===== src/rtl/setpoint_stepper_if.sv =====
// ============================================================================
//  setpoint_stepper_if
//  Command/pulse bundle between a level-commanding controller and the stepper.
//  Revision: 1.0
// ============================================================================
`default_nettype none

interface setpoint_stepper_if #(
  parameter int unsigned N = 8
);
  logic         tick;
  logic [N-1:0] target;
  logic         load;
  logic         abort;
  logic         inc;
  logic         dec;
  logic [N-1:0] mirror;
  logic         busy;
  logic         done;

  modport master (
    output tick, target, load, abort,
    input  inc, dec, mirror, busy, done
  );

  modport slave (
    input  tick, target, load, abort,
    output inc, dec, mirror, busy, done
  );
endinterface

`default_nettype wire


===== src/rtl/setpoint_stepper.sv =====
// ============================================================================
//  setpoint_stepper
//  Steps a shadow counter toward a commanded target, one inc/dec pulse per
//  STEP_TICKS ticks. Optional idle decay: SETPOINT_STEPPER_DECAY_EN.
//  Revision: 1.0
// ============================================================================
`default_nettype none

module setpoint_stepper #(
  parameter int unsigned N           = 8,
  parameter int unsigned DEFAULT_VAL = 2,
  parameter int unsigned STEP_TICKS  = 4,
  parameter int unsigned DECAY_TICKS = 16
) (
  input  logic              clk,
  input  logic              rst_n,
  setpoint_stepper_if.slave bus
);

  typedef enum logic [1:0] {
    S_IDLE = 2'd0,
    S_WAIT = 2'd1,
    S_STEP = 2'd2,
    S_DONE = 2'd3
  } state_e;

  localparam int unsigned   TW        = $clog2(STEP_TICKS + 1);
  localparam logic [TW-1:0] TCNT_LAST = TW'(STEP_TICKS - 1);
  localparam logic [TW-1:0] TCNT_ONE  = TW'(1);
  localparam logic [N-1:0]  RST_VAL   = N'(DEFAULT_VAL);
  localparam logic [N-1:0]  ONE       = N'(1);

  state_e        state_q, state_d;
  logic [TW-1:0] tcnt_q, tcnt_d;
  logic [N-1:0]  mirror_q, mirror_d;
  logic [N-1:0]  target_q, target_d;
  logic          inc_q, inc_d;
  logic          dec_q, dec_d;
  logic          busy_q, busy_d;
  logic          done_q, done_d;

`ifdef SETPOINT_STEPPER_DECAY_EN
  localparam int unsigned   DW        = $clog2(DECAY_TICKS + 1);
  localparam logic [DW-1:0] DCNT_LAST = DW'(DECAY_TICKS - 1);
  localparam logic [DW-1:0] DCNT_ONE  = DW'(1);

  logic [DW-1:0] dcnt_q, dcnt_d;
`endif

  // Zero tick counts are meaningless; keep both parameters referenced in every build.
  if (STEP_TICKS < 1 || DECAY_TICKS < 1) begin : g_bad_params
  end

  always_comb begin
    state_d  = state_q;
    tcnt_d   = tcnt_q;
    mirror_d = mirror_q;
    target_d = target_q;
    inc_d    = 1'b0;
    dec_d    = 1'b0;
`ifdef SETPOINT_STEPPER_DECAY_EN
    dcnt_d   = '0;
`endif

    if (bus.abort) begin
      state_d = S_IDLE;
      tcnt_d  = '0;
    end else if (bus.load) begin
      // A retarget keeps the interval phase; only a fresh command restarts it.
      target_d = bus.target;
      if (state_q == S_IDLE) tcnt_d = '0;
      state_d = (bus.target == mirror_q) ? S_DONE : S_WAIT;
    end else begin
      case (state_q)
        S_IDLE: begin
`ifdef SETPOINT_STEPPER_DECAY_EN
          if (mirror_q == '0) begin
            dcnt_d = '0;
          end else if (bus.tick) begin
            if (dcnt_q == DCNT_LAST) begin
              dec_d    = 1'b1;
              mirror_d = mirror_q - ONE;
              target_d = (target_q != '0) ? target_q - ONE : target_q;
            end else begin
              dcnt_d = dcnt_q + DCNT_ONE;
            end
          end else begin
            dcnt_d = dcnt_q;
          end
`endif
        end
        S_WAIT: begin
          if (bus.tick) begin
            if (tcnt_q == TCNT_LAST) begin
              tcnt_d  = '0;
              state_d = S_STEP;
              if (mirror_q < target_q) begin
                inc_d    = 1'b1;
                mirror_d = mirror_q + ONE;
              end else if (mirror_q > target_q) begin
                dec_d    = 1'b1;
                mirror_d = mirror_q - ONE;
              end
            end else begin
              tcnt_d = tcnt_q + TCNT_ONE;
            end
          end
        end
        S_STEP:  state_d = (mirror_q == target_q) ? S_DONE : S_WAIT;
        S_DONE:  state_d = S_IDLE;
        default: state_d = S_IDLE;
      endcase
    end

    busy_d = (state_d == S_WAIT) || (state_d == S_STEP);
    done_d = (state_d == S_DONE);
  end

  always_ff @(posedge clk) begin
    if (!rst_n) begin
      state_q  <= S_IDLE;
      tcnt_q   <= '0;
      mirror_q <= RST_VAL;
      target_q <= RST_VAL;
      inc_q    <= 1'b0;
      dec_q    <= 1'b0;
      busy_q   <= 1'b0;
      done_q   <= 1'b0;
`ifdef SETPOINT_STEPPER_DECAY_EN
      dcnt_q   <= '0;
`endif
    end else begin
      state_q  <= state_d;
      tcnt_q   <= tcnt_d;
      mirror_q <= mirror_d;
      target_q <= target_d;
      inc_q    <= inc_d;
      dec_q    <= dec_d;
      busy_q   <= busy_d;
      done_q   <= done_d;
`ifdef SETPOINT_STEPPER_DECAY_EN
      dcnt_q   <= dcnt_d;
`endif
    end
  end

  assign bus.inc    = inc_q;
  assign bus.dec    = dec_q;
  assign bus.mirror = mirror_q;
  assign bus.busy   = busy_q;
  assign bus.done   = done_q;

endmodule

`default_nettype wire

===== src/flat_wrapper.sv =====
// flat-port wrapper written by rule: the top's interface ports become plain ports
module setpoint_stepper_flat 
#(
  parameter int unsigned N           = 8,
  parameter int unsigned DEFAULT_VAL = 2,
  parameter int unsigned STEP_TICKS  = 4,
  parameter int unsigned DECAY_TICKS = 16
)
  (clk, rst_n, bus_tick, bus_target, bus_load, bus_abort, bus_inc, bus_dec, bus_mirror, bus_busy, bus_done);
  setpoint_stepper_if #(.N(N)) bus_i ();
  input  logic clk;
  input  logic rst_n;
  input wire logic [$bits(bus_i.tick)-1:0] bus_tick;
  input wire logic [$bits(bus_i.target)-1:0] bus_target;
  input wire logic [$bits(bus_i.load)-1:0] bus_load;
  input wire logic [$bits(bus_i.abort)-1:0] bus_abort;
  output wire logic [$bits(bus_i.inc)-1:0] bus_inc;
  output wire logic [$bits(bus_i.dec)-1:0] bus_dec;
  output wire logic [$bits(bus_i.mirror)-1:0] bus_mirror;
  output wire logic [$bits(bus_i.busy)-1:0] bus_busy;
  output wire logic [$bits(bus_i.done)-1:0] bus_done;
  assign bus_i.tick = bus_tick;
  assign bus_i.target = bus_target;
  assign bus_i.load = bus_load;
  assign bus_i.abort = bus_abort;
  assign bus_inc = bus_i.inc;
  assign bus_dec = bus_i.dec;
  assign bus_mirror = bus_i.mirror;
  assign bus_busy = bus_i.busy;
  assign bus_done = bus_i.done;
  setpoint_stepper #(.N(N), .DEFAULT_VAL(DEFAULT_VAL), .STEP_TICKS(STEP_TICKS), .DECAY_TICKS(DECAY_TICKS)) u_core (.clk(clk), .rst_n(rst_n), .bus(bus_i));
endmodule

===== config.mk =====
export PLATFORM = sky130hd
export DESIGN_NAME = setpoint_stepper_flat
export DESIGN_NICKNAME = d
export VERILOG_FILES = /design/src/rtl/setpoint_stepper_if.sv /design/src/rtl/setpoint_stepper.sv /design/src/flat_wrapper.sv
export SDC_FILE = /design/constraint.sdc
export NUM_CORES = 1
export LEC_CHECK = 0
export ABC_AREA = 1
export BUFFER_PORTS_ARGS = -buffer_cell sky130_fd_sc_hd__buf_4
export CAP_MARGIN = 15
export CORE_ASPECT_RATIO = 0.5
export CORE_MARGIN = 8
export CORE_UTILIZATION = 55
export DETAILED_ROUTE_END_ITERATION = 8
export HOLD_SLACK_MARGIN = 0.06
export PLACE_DENSITY = 0.81
export SKIP_LAST_GASP = 1
export SLEW_MARGIN = 5
export SYNTH_ARGS = -nofsm -noshare
export SYNTH_HDL_FRONTEND = slang
export SYNTH_SLANG_ARGS = --single-unit

===== constraint.sdc =====
create_clock -name clk -period 2.65 [get_ports clk]
set_input_delay 0.265 -clock clk [delete_from_list [all_inputs] [get_ports clk]]
set_output_delay 0.265 -clock clk [all_outputs]
set_load 0.01 [all_outputs]

Yosys cells after proc, flatten, opt, wreduce, memory -nomap -nowiden
Index checks and enable logic that the tools add are counted.

storage, ports and cells
  register bits after elaboration = 25
  bits of input ports = 13
  output and inout bits = 12
  logic and storage cells = 56

operators by class
  add/sub/neg operators = 3
  order comparisons = 2
  equality and inequality tests = 10
  muxes and demuxes = 16
  bitwise logic cells = 6
  reduce and logical (&&, ||, !) cells = 11

operator list
  cell                                                 number
  equality test 8 bit                                  2
  2-to-1 mux 8 bit                                     2
  2-to-1 mux 3 bit                                     5
  2-to-1 mux 2 bit                                     6
  adder 8 x 1 -> 8 bit, second input constant          1
  equality test 2 bit, second input constant           4
  greater-than comparator 8 bit                        1
  less-than comparator 8 bit                           1
  subtractor 8 x 1 -> 8 bit, second input constant     1
  OR reduction 7 bit                                   1
  inverter 1 bit                                       6
  one-hot mux 2 bit (3 select lines)                   1
  AND reduction 6 bit                                  1
  nonzero test 2 bit                                   3
  OR reduction 6 bit                                   1
  equality test 2 x 1 -> 1 bit, second input constant  2
  adder 3 x 1 -> 3 bit, second input constant          1
  equality test 3 x 2 -> 1 bit, second input constant  1
  AND reduction 3 bit                                  1
  logical NOT 2 bit                                    1
  2-to-1 mux 1 bit                                     2
  != test 2 x 1 -> 1 bit, second input constant        1
  AND reduction 2 bit                                  1
  OR reduction 2 bit                                   1
  logical OR 1 bit                                     1

Longest topological paths before layout
  depth in word-level cells = 8
  depth in mapped cells = 20
  mapped depth without buffers = 20

Worst setup path after synthesis
Ideal clock, no wire load.

  kind = register to register
  start point = register u_core.mirror_q[7] (netlist: u_core.bus.mirror[7])
  end point = register u_core.mirror_q[7] (netlist: u_core.bus.mirror[7])
  setup time = 0.064 ns
  data arrival time = 2.212 ns
  required time = 2.586 ns
  path slack = 0.374 ns
  stages on the path, launching flop included = 15
  path buffers = 0
  period minus slack after synthesis = 2.276 ns
  cell sequence = dfxtp_1 -> ha_1 -> a21o_1 -> nor2_4 -> nand2_4 -> ha_1 -> a21oi_1 -> nand2_1 -> nand2_1 -> nand3_1 -> nand2_1 -> nand3_1 -> nor2_1 -> nor2_1 -> nor2_1

between the ends
  word-level cells in the longest chain between the ends = 3
  elaborated cells between the ends (all ways) = 8
  classes of those cells = add/sub: 2; order compare: 2; mux: 2; reduce/logical: 2

ends and longest elaborated chain
  element                                                                   RTL line                 source
  start: declaration                                                        setpoint_stepper.sv:35   logic [N-1:0] mirror_q, mirror_d;
  start signal: assignment                                                  setpoint_stepper.sv:135  mirror_q <= mirror_d;
  greater-than comparator 8 bit, or another cell as far along               setpoint_stepper.sv:100  end else if (mirror_q > target_q) begin
  nonzero test 2 bit (no line) / 2-to-1 mux 8 bit (equally long branches)   -
  AND reduction 6 bit (no line) / 2-to-1 mux 8 bit (equally long branches)  -

Several ways; a longest one is shown, not always the timed one. The select of a mux whose other input is x is not followed.
A chain may end at the register's enable or synchronous reset.

Final worst setup path
Same ends and word-level chain as after synthesis.

==> impl_metrics.env <==
export IMPL_status="finished, final reports clean"
export IMPL_finalCriticalPeriod_ps=2440
export IMPL_wirelength_mm=3.68
export IMPL_area_growth_syn_to_layout_pct=20.4
export IMPL_maxSlewHeadroom_pct=76.8
export IMPL_setup_violations_final=0
export IMPL_start_util_pct=59.0
export IMPL_grt_busiest_layer="met2"
export IMPL_dpl_hpwl_mm=2.87
export IMPL_finalInstanceArea_um2=1870
export IMPL_criticalPathCategory="reg -> reg"
export IMPL_rows=13
export IMPL_grtUsageMet2_pct=25.2
export IMPL_tightest_slew_ps=339
export IMPL_post_cts_buffers=0
export IMPL_clock_fmax_mhz=410
export IMPL_grt_pass1_vias=1280
export IMPL_synthesis_nets=233
export IMPL_ys_flop_type="dfxtp_1"
export IMPL_final_cells=270
export IMPL_cts_resized=0
export IMPL_hold_viol=0
export IMPL_synth_edf_count=0
export IMPL_cp_required_ps=2830
export IMPL_use_met1_pct=20.0
export IMPL_firstDrtPassIters=4
export IMPL_startpoint_type="flop"
export IMPL_critPathMaxFanout=12
export IMPL_syn_avg_cell_area_um2=7.66
export IMPL_grt_usage_pct=15.5
export IMPL_grt_overflow=0
export IMPL_dr_total_vias=1395
export IMPL_synth_seq_area_share_pct=32.2
export IMPL_htree_num_levels=1
export IMPL_fin_skew_ps=3.49
export IMPL_grt_pass1_wl_mm=6.08
export IMPL_ys_seq_elements=25
export IMPL_synthCells=203
export IMPL_finalPower_mw=0.796
export IMPL_drv_slew=0
export IMPL_placedCellCount=266
export IMPL_async_reset_ff_share_pct=0
export IMPL_setup_ws_ps=211
export IMPL_dr_first_iter_drc_count=63
export IMPL_place_ws_ps=131
export IMPL_cts_root_buf="clkbuf_8"
export IMPL_die_w_um=91.2
export IMPL_syn_cell_area_um2=1560
export IMPL_clkSinkCount=25
export IMPL_hp_class="in -> reg"
export IMPL_p_leak_nw=0.924
export IMPL_cts_hold_fix_buffers=0
export IMPL_cts_buffer_depth=2
export IMPL_fin_util_pct=71.1
export IMPL_power_density_nw_per_um2=425
export IMPL_antenna_found_initial=0
export IMPL_ys_warn_count=0
export IMPL_viasPerCell=5.17
export IMPL_fin_crit_sh_pct=92.0
export IMPL_peakVddDrop_mv=0.234
export IMPL_setup_tns_ps=0
export IMPL_max_cap_violations=0
export IMPL_ant_nets=0
export IMPL_core_um2=2640
export IMPL_cts_buffers=3
export IMPL_grt_max_degree=21
export IMPL_drive_gt1_share_pct=21.5
export IMPL_drc=0
export IMPL_antennaDiodeCount=0
export IMPL_post_dp_cell_area_um2=1800
export IMPL_die_area_um2=4890
export IMPL_portBuffers=24
export IMPL_cts_tree="done"
export IMPL_post_drt_wl_per_cell_um=13.6
export IMPL_whs_ps=223
export IMPL_endpoint_kind="flop"
export IMPL_num_nets_final=264
export IMPL_io_pin_count=25
export IMPL_ys_types=32
export IMPL_gr_usage_met3_pct=4.57
export IMPL_clk_latency_ps=280
export IMPL_place_congestion=0.882
export IMPL_chipHeight_um=53.6
export IMPL_clkTransAtPathRegs_ps=90
export IMPL_worst_ep_arrival_time_ps=2620
## sequential cells by signal, indices dropped and copies added (netlist names)
name,cells
u_core.target_q,8
u_core.bus.dec,1
u_core.bus.busy,1
u_core.tcnt_q,3
u_core.state_q,2
u_core.bus.mirror,8
u_core.bus.done,1
u_core.bus.inc,1
## power breakdown
part / internal [mW] / total (mW) / leakage [nW] / switching (mW)
Clock: 0.107 / 0.239 / 0.0217 / 0.132
Sequential: 0.385 / 0.389 / 0.203 / 0.00400
Combinational: 0.0651 / 0.167 / 0.699 / 0.102
## routing by layer
layer  part of all wire (%)  vias up
li1                       -      740
met1                     49      623
met2                     45       28
met3                    5.9        4
met4                   0.79        0
met5                      0        -
## worst paths after layout
path | startpoint | end | slack (ps) | cells after the start
hold / removal | bus_target[1] | u_core.target_q[1] | 220 | 3
hold reg to reg | u_core.tcnt_q[1] | u_core.tcnt_q[1] | 470 | 2
setup reg to reg | u_core.bus.mirror[7] | u_core.bus.mirror[7] | 210 | 15
setup / recovery | u_core.bus.mirror[7] | u_core.bus.mirror[7] | 210 | 15
## Yosys cell counts, types with 3 or more instances
| cell | n | area [µm²] |
|---|---|---|
| inv_1 | 23 | 86.3 |
| nand3_1 | 7 | 35.0 |
| xnor2_1 | 4 | 35.0 |
| buf_2 | 3 | 15.0 |
| a31oi_1 | 3 | 18.8 |
| o21ai_1 | 5 | 25.0 |
| dfxtp_1 | 25 | 500 |
| nand2_1 | 33 | 124 |
| a21oi_1 | 19 | 95.1 |
| o21ai_0 | 9 | 45.0 |
| nor2_1 | 22 | 82.6 |
| ha_1 | 16 | 200 |
| xor2_1 | 8 | 70.1 |
| nand4_1 | 3 | 18.8 |
## cells by family after synthesis
family	share of synthesized area [%]
buf+inv	7.24
xor+xnor	6.76
fa+ha+maj	14.2
flops	32.2
compound gates	15.8
simple gates	23.8
## worst max-delay path, stage by stage (launching register included)
cell	delay, ps
dfxtp_1	430
ha_1	280
a21o_1	220
nor2_4	170
nand2_8	110
ha_1	360
nand2_1	100
nand2_1	70
nand2_1	90
nand2_1	50
a21oi_1	120
nand3_1	100
inv_1	60
nor2_1	40
nor2_1	80
nor2_1	50
## final cells by class
type                       count  area (µm²)
multi-input combinational    149         960
fill                         209         762
sequential                    25         503
timing repair buffer          29         218
inverter                      26        97.6
tap                           37        46.3
clock buffer                   3        41.3
clock inverter                 1        7.51
## cells in the final DEF (no fill, tap or decap)
| cell type | n |
|---|---|
| o211ai_1 | 1 |
| a31oi_1 | 3 |
| nor2_2 | 1 |
| fa_1 | 1 |
| nor2_1 | 22 |
| clkinv_1 | 1 |
| nor3_1 | 1 |
| a2111oi_0 | 1 |
| dfxtp_1 | 23 |
| nor4_1 | 1 |
| dfxtp_2 | 2 |
| inv_1 | 23 |
| inv_2 | 2 |
| nor2_4 | 2 |
| nand3_2 | 1 |
| xor2_1 | 8 |
| a211oi_1 | 2 |
| o21ai_0 | 9 |
| a21oi_4 | 1 |
| nor3b_1 | 1 |
| o21ai_1 | 5 |
| clkbuf_8 | 3 |
| buf_4 | 29 |
| nand4_1 | 3 |
| nand2_1 | 32 |
| ha_2 | 1 |
| nand3_1 | 7 |
| nand4_2 | 1 |
| a21o_1 | 2 |
| xnor2_1 | 4 |
| nand2_8 | 1 |
| ha_1 | 15 |
| a21oi_2 | 1 |
| a21oi_1 | 18 |
| nor3_4 | 1 |
| nand2_2 | 3 |
| clkinvlp_4 | 1 |
Power figures use the tool's default switching activity.
